<file path="config.mk">
export PLATFORM = sky130hd
export DESIGN_NAME = cpu_sequencer
export DESIGN_NICKNAME = d
export VERILOG_FILES = /design/src/rtl/cpu_pkg.sv /design/src/rtl/cpu_sequencer.sv
export SDC_FILE = /design/constraint.sdc
export NUM_CORES = 1
export LEC_CHECK = 0
export ABC_AREA = 1
export CORE_AREA = 2 2 47 49
export DETAILED_ROUTE_END_ITERATION = 10
export DIE_AREA = 0 0 49 51
export PLACE_DENSITY_LB_ADDON = 0.3
export RECOVER_POWER = 25
export SYNTH_ARGS = -nofsm -noshare
export SYNTH_HDL_FRONTEND = slang
export SYNTH_SLANG_ARGS = --single-unit
</file>
<file path="constraint.sdc">
create_clock -name clk -period 1.3 [get_ports clk]
set_input_delay 0.26 -clock clk [delete_from_list [all_inputs] [get_ports clk]]
set_output_delay 0.26 -clock clk [all_outputs]
set_load 0.03 [all_outputs]
</file>
<file path="src/rtl/cpu_pkg.sv">
// Shared definitions for the 5-bit-address accumulator CPU.
// Holds the machine widths used by the PC, ALU, memory and sequencer,
// the opcode encoding and the sequencer state encoding.
package cpu_pkg;

  localparam int ADDR_W = 5;  // PC / memory address width
  localparam int DATA_W = 8;  // instruction / data word width
  localparam int OP_W   = 3;  // opcode width; DATA_W-OP_W must equal ADDR_W

  typedef enum logic [OP_W-1:0] {
    OP_HLT = 3'd0,
    OP_SKZ = 3'd1,
    OP_ADD = 3'd2,
    OP_AND = 3'd3,
    OP_XOR = 3'd4,
    OP_LDA = 3'd5,
    OP_STO = 3'd6,
    OP_JMP = 3'd7
  } opcode_e;

  typedef enum logic [2:0] {
    ST_HALT   = 3'd0,
    ST_FETCH  = 3'd1,
    ST_DECODE = 3'd2,
    ST_EXEC   = 3'd3,
    ST_WB     = 3'd4
  } state_e;

endpackage

</file>
<file path="src/rtl/cpu_sequencer.sv">
// Fetch/decode/execute controller for the accumulator CPU.
// Owns the instruction register and sequences the PC, memory strobes and
// accumulator load.
//
// Ports:
//   clk        system clock, rising edge
//   rst        asynchronous active-low reset
//   go         start/resume pulse, only looked at while halted
//   mem_rdata  memory read data, valid when mem_ready=1
//   mem_ready  memory handshake (read data valid / write accepted)
//   acc_zero   accumulator == 0
//   pc_en      PC increment enable
//   pc_load    PC parallel load
//   pc_data    PC load value (IR operand)
//   addr_sel   0: memory address = PC, 1: memory address = IR operand
//   mem_rd     memory read request
//   mem_wr     memory write request (data = accumulator)
//   acc_load   accumulator captures ALU result
//   alu_op     ALU operation (IR opcode)
//   halted     controller is in HALT
//   ir         instruction register
module cpu_sequencer #(
  parameter int ADDR_W = cpu_pkg::ADDR_W,
  parameter int DATA_W = cpu_pkg::DATA_W,
  parameter int OP_W   = cpu_pkg::OP_W
) (
  input  logic              clk,
  input  logic              rst,
  input  logic              go,
  input  logic [DATA_W-1:0] mem_rdata,
  input  logic              mem_ready,
  input  logic              acc_zero,
  output logic              pc_en,
  output logic              pc_load,
  output logic [ADDR_W-1:0] pc_data,
  output logic              addr_sel,
  output logic              mem_rd,
  output logic              mem_wr,
  output logic              acc_load,
  output logic [OP_W-1:0]   alu_op,
  output logic              halted,
  output logic [DATA_W-1:0] ir
);

  import cpu_pkg::*;

  state_e            state_q, state_d;
  logic [DATA_W-1:0] ir_q;
  opcode_e           opcode;

  assign opcode  = opcode_e'(ir_q[DATA_W-1 -: OP_W]);
  assign ir      = ir_q;
  assign pc_data = ir_q[ADDR_W-1:0];
  // The ALU is combinational, so the opcode can drive it in every state;
  // only acc_load decides when the result is captured.
  assign alu_op  = ir_q[DATA_W-1 -: OP_W];

  // State and IR registers. Because every strobe is decoded from state_q,
  // pulling rst low drops all strobes at once without waiting for clk.
  // NOTE: registers use non-blocking assignments so every flop samples the
  // pre-edge values; blocking here would create order-dependent races.
  always_ff @(posedge clk or negedge rst) begin
    if (!rst) begin
      state_q <= ST_HALT;
      ir_q    <= '0;
    end else begin
      state_q <= state_d;
      if (state_q == ST_FETCH && mem_ready) ir_q <= mem_rdata;
    end
  end

  // Next-state logic.
  // NOTE: state_d gets a default before the case so no path leaves it
  // unassigned; otherwise synthesis would infer a latch.
  always_comb begin
    state_d = state_q;
    unique case (state_q)
      ST_HALT:   if (go) state_d = ST_FETCH;
      ST_FETCH:  if (mem_ready) state_d = ST_DECODE;
      ST_DECODE: state_d = ST_EXEC;
      ST_EXEC: begin
        unique case (opcode)
          OP_HLT:                         state_d = ST_HALT;
          OP_SKZ, OP_JMP:                 state_d = ST_FETCH;
          OP_ADD, OP_AND, OP_XOR, OP_LDA: if (mem_ready) state_d = ST_WB;
          OP_STO:                         if (mem_ready) state_d = ST_FETCH;
        endcase
      end
      ST_WB:     state_d = ST_FETCH;
      default:   state_d = ST_HALT;
    endcase
  end

  // Output decode from state and IR. The only input-dependent strobes are
  // the fetch-cycle PC increment (taken together with the IR capture) and
  // the SKZ skip.
  always_comb begin
    halted   = 1'b0;
    pc_en    = 1'b0;
    pc_load  = 1'b0;
    addr_sel = 1'b0;
    mem_rd   = 1'b0;
    mem_wr   = 1'b0;
    acc_load = 1'b0;
    unique case (state_q)
      ST_HALT:   halted = 1'b1;
      ST_FETCH: begin
        mem_rd = 1'b1;
        pc_en  = mem_ready;
      end
      ST_DECODE: ;
      ST_EXEC: begin
        unique case (opcode)
          OP_HLT: ;
          OP_SKZ: pc_en = acc_zero;
          OP_ADD, OP_AND, OP_XOR, OP_LDA: begin
            addr_sel = 1'b1;
            mem_rd   = 1'b1;
          end
          OP_STO: begin
            addr_sel = 1'b1;
            mem_wr   = 1'b1;
          end
          OP_JMP: pc_load = 1'b1;
        endcase
      end
      ST_WB: begin
        addr_sel = 1'b1;
        acc_load = 1'b1;
      end
      default: halted = 1'b1;
    endcase
  end

endmodule

</file>
* Word level (Yosys, flattened, before mapping)
Cells that the tools add are included.
** Operators by class
- Equality and inequality tests :: 15
- Multiplexer cells :: 18
- Reduce and logical (&&, ||, !) cells :: 8
** Operators by type and width (number)
- equality test 3 bit (second input constant) :: 5
- case mux 3 bit (5 select lines) :: 1
- equality test 3 x 2 -> 1 bit (second input constant) :: 4
- two-way mux 3 bit :: 4
- case mux 3 bit (4 select lines) :: 1
- two-way mux 1 bit :: 9
- OR reduction 4 bit :: 2
- equality test 3 x 1 -> 1 bit (second input constant) :: 2
- zero test 3 bit :: 2
- != test 3 bit (second input constant) :: 2
- case mux 1 bit (2 select lines) :: 3
- OR reduction 5 bit :: 1
- != test 2 bit (second input constant) :: 2
- AND reduction 4 bit :: 1
- OR reduction 2 bit :: 1
- logical AND 1 bit :: 1
** Word-level totals
- Register bits :: 11
- Input bits :: 13
- Output and inout bits :: 23
- Word-level logic and storage cells :: 43

* Longest topological paths before layout
Gate-level depths: netlist of run 1.
- Depth in word-level cells :: 4
- Mapped depth :: 8
- Gate-level depth less buffers :: 8

* Worst setup path after synthesis of run 1
OpenSTA, ideal clock, no wires.
- Path type :: register to output
- From :: reg ir_q[7] (netlist: ir[7])
- To :: out pc_en
- Data arrival time :: 1.527 ns
- Required time :: 1.040 ns
- Setup slack :: -0.487 ns
- Cell stages (with the launch flop) :: 4
- Buffers on the path :: 0
- Path through :: dfrtp_1 nor2_1 nand3_1 o21ai_0
** Between the ends
- Cells in the longest elaborated chain, start to end :: 3
** Ends and longest elaborated chain
- start, declared :: RTL line cpu_sequencer.sv:48 : logic [DATA_W-1:0] ir_q;
- start signal, assigned :: RTL line cpu_sequencer.sv:68 : if (state_q == ST_FETCH && mem_ready) ir_q <= mem_rdata;
- equality test 3 x 1 -> 1 bit :: RTL line cpu_sequencer.sv:113 : unique case (opcode)
- two-way mux 1 bit :: RTL line cpu_sequencer.sv:113
- case mux 1 bit (2 select lines) :: RTL line cpu_sequencer.sv:105 : unique case (state_q)
- end, declared :: RTL line cpu_sequencer.sv:33 : output logic pc_en,
No other way between the ends.

* Worst setup path in the final report of run 1
- From :: reg state_q[2]
- To :: out halted
** Between the ends
- Cells in the longest elaborated chain, start to end :: 3
- Elaborated cells on any way between the ends :: 6
- Those cells by class :: eq/ne: 4; mux: 1; reduce/logical: 1
** Ends and longest elaborated chain
- start, declared :: RTL line cpu_sequencer.sv:47 : state_e state_q, state_d;
- start signal, assigned :: RTL line cpu_sequencer.sv:67 : state_q <= state_d;
- equality test 3 x 1 -> 1 bit (tied with other cells) :: RTL line cpu_sequencer.sv:105
- OR reduction 4 bit (no source line) (*)
- two-way mux 1 bit (*) :: RTL line cpu_sequencer.sv:105
- end, declared :: RTL line cpu_sequencer.sv:41 : output logic halted,
Every way passes the cells marked *; elsewhere a longest branch is shown, timed or not.

==> results.md, run 1 <==
* Largest stage delay, worst path at 0.51 ns
* Worst rel slew slack at 65.4%
* Root buffer cell: clkbuf_4
* Fillcell total at roughly 150
* Register area share after synthesis at between 30% and 40%
* FF-to-FF End: ir[1]
* Failing checks: negative setup slack
* Clk_skew at roughly 0.0026 ns
* M1 WL at 848 µm
* Slew Viols, Final at 0
* Antenna cells at 0
* Syn Std Cell Area at a little over 700 µm²
* Post-Route WL at approximately 2100 µm
* CP delay by family, top: flip-flops
* IO Count at 36
* Total track usage at 16.2%
* Pre-CTS setup slack at -0.116 ns
* Clk slew on worst S/H paths at 0.07 ns
* Routed Antenna Nets at 0
* GR Overflow Total at 0
* Critical Path Stages at 4
* I/O Buffers at 35
* Area growth syn-to-layout at 92.6%
* Metal3 WL at ~99 µm
* Die area at approximately 2500 µm²
* Final hold violation count at 0
* Clock sink total at 11
* Die Ht at around 50 µm
* Core area at between 2000 and 2500 µm²
* Die X at around 50 µm
* Crit start category: register
* Leak at ~0.7 nW
* Flop2flop setup slack at -0.17 ns
* Power per Cell Area at 2760 nW/µm²
* Num CTS Buffers at 3
* Reg2Reg Depth at 10
* DRC viols at 0
* Vias in the first global route at 719
* Mapped Nets at about 110
* FF+latch count, synth at 11
* Crit-path slowest cell: dfrtp_1
* Slew @ Worst Pin at about 0.52 ns
* VDD IR max at about 1700 µV
* Setup ws final at -0.316 ns
* Hold buffer count at CTS at 0
* Unique masters post-synth at 18
* Crit path buf inv count at 2
* Clk_lat worst skew at between 0.2 and 0.3 ns
* DP HPWL at between 1000 and 1500 µm
* Largest net degree at the start of global routing at 17
* Period Utilization, post-route at 124%
* Max-Cap Viols at 0
* Nets at 160
* Outcome: finished with violations
* First-pass DRT Iterations at 4
* Clock buffer depth at 2
* CP max FO at 5
* Gate Count Post-Synth at 95
* Top Layer Used: met4
* First-pass GRT wire length at about 3100 µm
* Routed vias at about 800
* Share of layout cells above drive strength 1 at roughly three fifths
* Met2 routed WL at between 1000 and 1500 µm
* DR WL/cell at ~12 µm
* Setup repair after global routing missed its margin: true
* YS warnings at 0
* F_max at a little over 0.6 GHz
* Req. time, crit path at 1.04 ns
* CTS tree: done
* 1st-iter DRT viols at 11
* Setup crit end kind: output port
* # rows at 17
* WHS at about 0.40 ns
* Initial antenna violation count at 0
* Critical path arrival at about 1.4 ns
* Initial Util at 35.1%
* Worst R2R Start: state_q[0]
* Setup violators final at 17
* H-Tree Depth at 1
* GPL Wtd Cong at 0.766
* Syn avg cell area at about 7.6 µm²
* Vias per cell at roughly 4.6
* Layout Utilization at between 60% and 70%
* Crit-path cells: inv_2 > nand3_2 > nor3b_4 > buf_6
* Minimum clock period at around 1.6 ns
* HP Class: in -> async
* CP Class: reg -> out
## report_power, final
| part | switching [mW] | total, mW | leakage, nW | internal [mW] |
|---|---|---|---|---|
| Combinational | 1.61 | 2.90 | 0.550 | 1.29 |
| Sequential | 0.206 | 0.713 | 0.135 | 0.508 |
| Clock | 0.110 | 0.229 | 0.0150 | 0.119 |
| Total | 1.92 | 3.84 | 0.700 | 1.92 |
## layout make-up
cell class	instances	area [µm²]	share of cell area, %
clock buffer	4	26.3	1.89
inverter	18	67.6	4.85
multi-input combinational	57	435	31.3
sequential	11	279	20.0
tap	28	35.0	2.52
timing repair buffer	56	549	39.4
## flip-flops by register name, summed over array words and instances, names as in the netlist
name     flops
ir           8
state_q      3
## routing by layer
metal | track usage [%] | up-vias
li1 | - | 391
met1 | 18.4 | 373
met2 | 29.7 | 29
met3 | 2.92 | 4
met4 | 7.14 | 0
met5 | 0 | -
## stage by stage
step | total power, mW | cell area (µm²) | setup TNS, ns | instances
2_1_floorplan | 2.19 | 769 | -0.258 | 95
3_3_place_gp | 2.88 | 1130 | -0.861 | 162
3_5_place_dp | 2.91 | 1130 | -0.954 | 162
4_1_cts | 3.42 | 1250 | -1.97 | 171
5_1_grt | 4.09 | 1390 | -4.48 | 174
6_report | 3.84 | 1390 | -3.37 | 174
## how the worst max path moves through the flow
stage                to  slack, ns        from
6_report         halted      -0.32  state_q[2]
3_5_place_dp      pc_en      -0.12    acc_zero
3_3_place_gp      pc_en      -0.10   mem_ready
2_1_floorplan    halted      -0.12  state_q[0]
5_1_grt           pc_en      -0.39  state_q[0]
4_1_cts        addr_sel      -0.29  state_q[0]
## what timing repair did
item | CTS | global route
gates resized for setup | 22 | 29
cloned | 0 | 1
setup endpoints to repair | 8 | 23
endpoints found under the hold margin | 0 | 0
pin swaps | 4 | 4
buffers inserted | 5 | 6
## synthesized netlist by cell type
cell | count | area share [%]
o21ai_2 | 8 | 9.7
nor2_1 | 8 | 4.2
nor3_1 | 1 | 0.69
a21oi_1 | 3 | 2.1
nand3_4 | 1 | 2.4
nand3_2 | 1 | 1.4
buf_4 | 8 | 8.3
nor2_4 | 1 | 1.6
dfrtp_1 | 11 | 38
inv_2 | 1 | 0.52
nand2_2 | 1 | 0.87
o21ai_0 | 4 | 2.8
buf_6 | 1 | 1.6
nor3b_1 | 1 | 1.0
nor2_2 | 1 | 0.87
inv_1 | 17 | 8.8
nand2_1 | 20 | 10
nand3_1 | 7 | 4.8
## placed cells by master (no fill, tap or decap), types with 5 or more instances in the layout
cell type / n
buf_4: 22
buf_6: 19
clkdlybuf4s50_1: 11
dfrtp_1: 8
inv_1: 13
inv_2: 5
nand2_1: 12
nand2_2: 6
nand3_1: 5
nor2_4: 5
o21ai_2: 9
## kinds of logic (layout without fill, tap and decap cells)
| group | after synthesis | count (layout) | synth area share (%) |
|---|---|---|---|
| flops | 11 | 11 | 38.1 |
| simple gates | 42 | 42 | 28.2 |
| buf+inv | 27 | 78 | 19.2 |
| compound gates | 15 | 15 | 14.5 |
No activity file was read; power rests on OpenSTA's default activity.
==> run 2, diff against run 1 <==
--- a/config.mk
+++ b/config.mk
@@ -9,6 +9,7 @@
 export CORE_AREA = 2 2 47 49
 export DETAILED_ROUTE_END_ITERATION = 10
 export DIE_AREA = 0 0 49 51
+export HOLD_SLACK_MARGIN = 0.1
 export PLACE_DENSITY_LB_ADDON = 0.3
 export RECOVER_POWER = 25
 export SYNTH_ARGS = -nofsm -noshare
==> results of run 2 <==
The final DEF is identical to that of run 1; final timing and power are the same.
==> run 3, diff against run 2 <==
==> constraint.sdc (replaced) <==
create_clock -name clk -period 1.3 [get_ports clk]
set_input_delay 0.26 -clock clk [delete_from_list [all_inputs] [get_ports clk]]
set_output_delay 0.26 -clock clk [all_outputs]
set_load 0.01 [all_outputs]
==> results.md, run 3 (same netlist as run 1, synthesis figures left out) <==
* Routed vias at slightly below 800
* Area of the multi-input gates at 352 µm²
* Die area at approximately 2500 µm²
* Antenna cells at 0
* Setup violators final at 9
* Total track usage at 16.1%
* Initial antenna violation count at 0
* Routed Antenna Nets at 0
* Critical path arrival at 1.35 ns
* Minimum clock period at between 1.5 and 2 ns
* Power per Cell Area at ~2300 nW/µm²
* Switching Share at between 40% and 50%
* Final hold violation count at 0
* F_max at a little over 0.6 GHz
* Share of layout cells above drive strength 1 at between 40% and 50%
* Worst rel slew slack at approximately two thirds
* Fillcell total at 200
* Number of flip-flops in the largest register at 8
* CP max FO at 4
* Max-Cap Viols at 0
* Sequential cell area at 275 µm²
* Most frequent cells in the layout: nand2_1 (19), inv_1 (16), buf_4 (15), clkdlybuf4s50_1 (11), dfrtp_1 (11)
* Leak at about 0.67 nW
* H-Tree Depth at 1
* Setup repair after global routing missed its margin: true
* First-pass DRT Iterations at 4
* Die Ht at 51 µm
* Failing checks: negative setup slack
* Clock Power Share at 7.9%
* DRC viols at 0
* DR WL/cell at between 10 and 15 µm
* Vias in the first global route at ~740
* Hold buffer count at CTS at 0
* Area growth syn-to-layout at 72.7%
* I/O Buffers at 35
* Setup crit end kind: output port
* CP Class: reg -> out
* Slew @ Worst Pin at between 0.4 and 0.5 ns
* HP Class: in -> async
* Commonest non-fill, non-tap cell in the layout: nand2_1
* Setup ws final at -0.308 ns
* Initial Util at a little over a third
* DP HPWL at between 1000 and 1500 µm
* Die X at 49 µm
* Num CTS Buffers at 3
* Clk_skew at roughly 0.0028 ns
* # rows at 17
* Root buffer cell: clkbuf_4
* Nets at between 150 and 200
* Final Power at about 2.9 mW
* Clock buffer depth at 2
* Seq pwr share at between 20% and 30%
* VDD IR max at around 1300 µV
* Largest net degree at the start of global routing at 17
* First-pass GRT wire length at between 3000 and 4000 µm
* CTS tree: done
* Internal at approximately 1.7 mW
* Psw at ~1.2 mW
* Clk_lat worst skew at around 0.26 ns
* GPL Wtd Cong at roughly 0.83
* Comb pwr share at 69.6%
* Post-Route WL at between 1500 and 2000 µm
* Clock sink total at 11
* Core area at ~2100 µm²
* Period Utilization, post-route at 124%
* 1st-iter DRT viols at 12
* Outcome: finished with violations
* Setup tns final at -2.01 ns
* IO Count at 36
* Vias per cell at between 4 and 5
* Crit start category: register
* Slew Viols, Final at 0
* Clk slew on worst S/H paths at roughly 0.07 ns
* Pre-CTS setup slack at -0.529 ns
* Req. time, crit path at between 1 and 1.5 ns
* GR Overflow Total at 0
run 3: changes by cell type in the layout (fill, tap and decap cells not counted), sizes merged:
cell | before | now
clkdlybuf4s15 | 0 | 1
buf | 42 | 33
clkbuf | 6 | 4
dlygate4sd2 | 0 | 10
run 3: critical path, cell delays in order (launching register included):
cell     delay, ns
dfrtp_1       0.41
nand2_2       0.10
nor2_4        0.12
buf_6         0.11
buf_6         0.09
nand3_4       0.06
o21ai_2       0.06
buf_2         0.14
run 3: metrics by stage:
stage | hold slack (ns) | utilization [%] | cell area [µm²] | std cells
finish | 0.393 | 60.5 | 1250 | 174
global route | 0.416 | 60.5 | 1250 | 174
CTS | 0.341 | 58.0 | 1200 | 174
detailed placement | 0.504 | 55.0 | 1130 | 162
global placement | 0.489 | 55.0 | 1130 | 162
floorplan | -0.0356 | - | 723 | 95
run 3: worst paths after layout:
| check | start | to | depth (start not counted) | slack [ns] |
|---|---|---|---|---|
| worst min register to register | ir[1] | ir[1] | 2 | 0.51 |
| min in group clk | ir[1] | ir[1] | 2 | 0.51 |
| worst max-delay path | state_q[1] | addr_sel | 7 | -0.31 |
| worst max register to register | state_q[1] | state_q[0] | 11 | -0.16 |
| worst min-delay path | rst | ir[1] | 1 | 0.39 |
| max in group asynchronous | rst | state_q[1] | 1 | 0.58 |
run 3: per-layer routing:
layer | up-vias | wire length, µm | global-route usage (%)
li1 | 390 | - | -
met1 | 356 | 693 | 15.8
met2 | 26 | 989 | 31.1
met3 | 4 | 105 | 4.09
met4 | 0 | 30 | 8.57
met5 | - | 0 | 0
run 3: timing repair:
action | in CTS | in global routing
gates resized for setup | 76 | 11
setup buffers | 9 | 1
pin swaps | 6 | 3
endpoints found under the setup margin | 23 | 19
run 3: power by group through the flow:
stage	registers (mW)	clock network [mW]	logic, mW
floorplan	0.705	0	0.915
global placement	0.642	0	1.80
detailed placement	0.650	0	1.83
CTS	0.642	0.240	1.88
global route	0.667	0.260	2.18
finish	0.646	0.226	2.00
run 3: cell type report:
type,instances,area share [%]
flip-flops and latches,11,22.0
multi-input cells,57,28.2
well taps,28,2.81
clock buffers,4,2.10
repair buffers,56,39.5
inverters,18,5.41
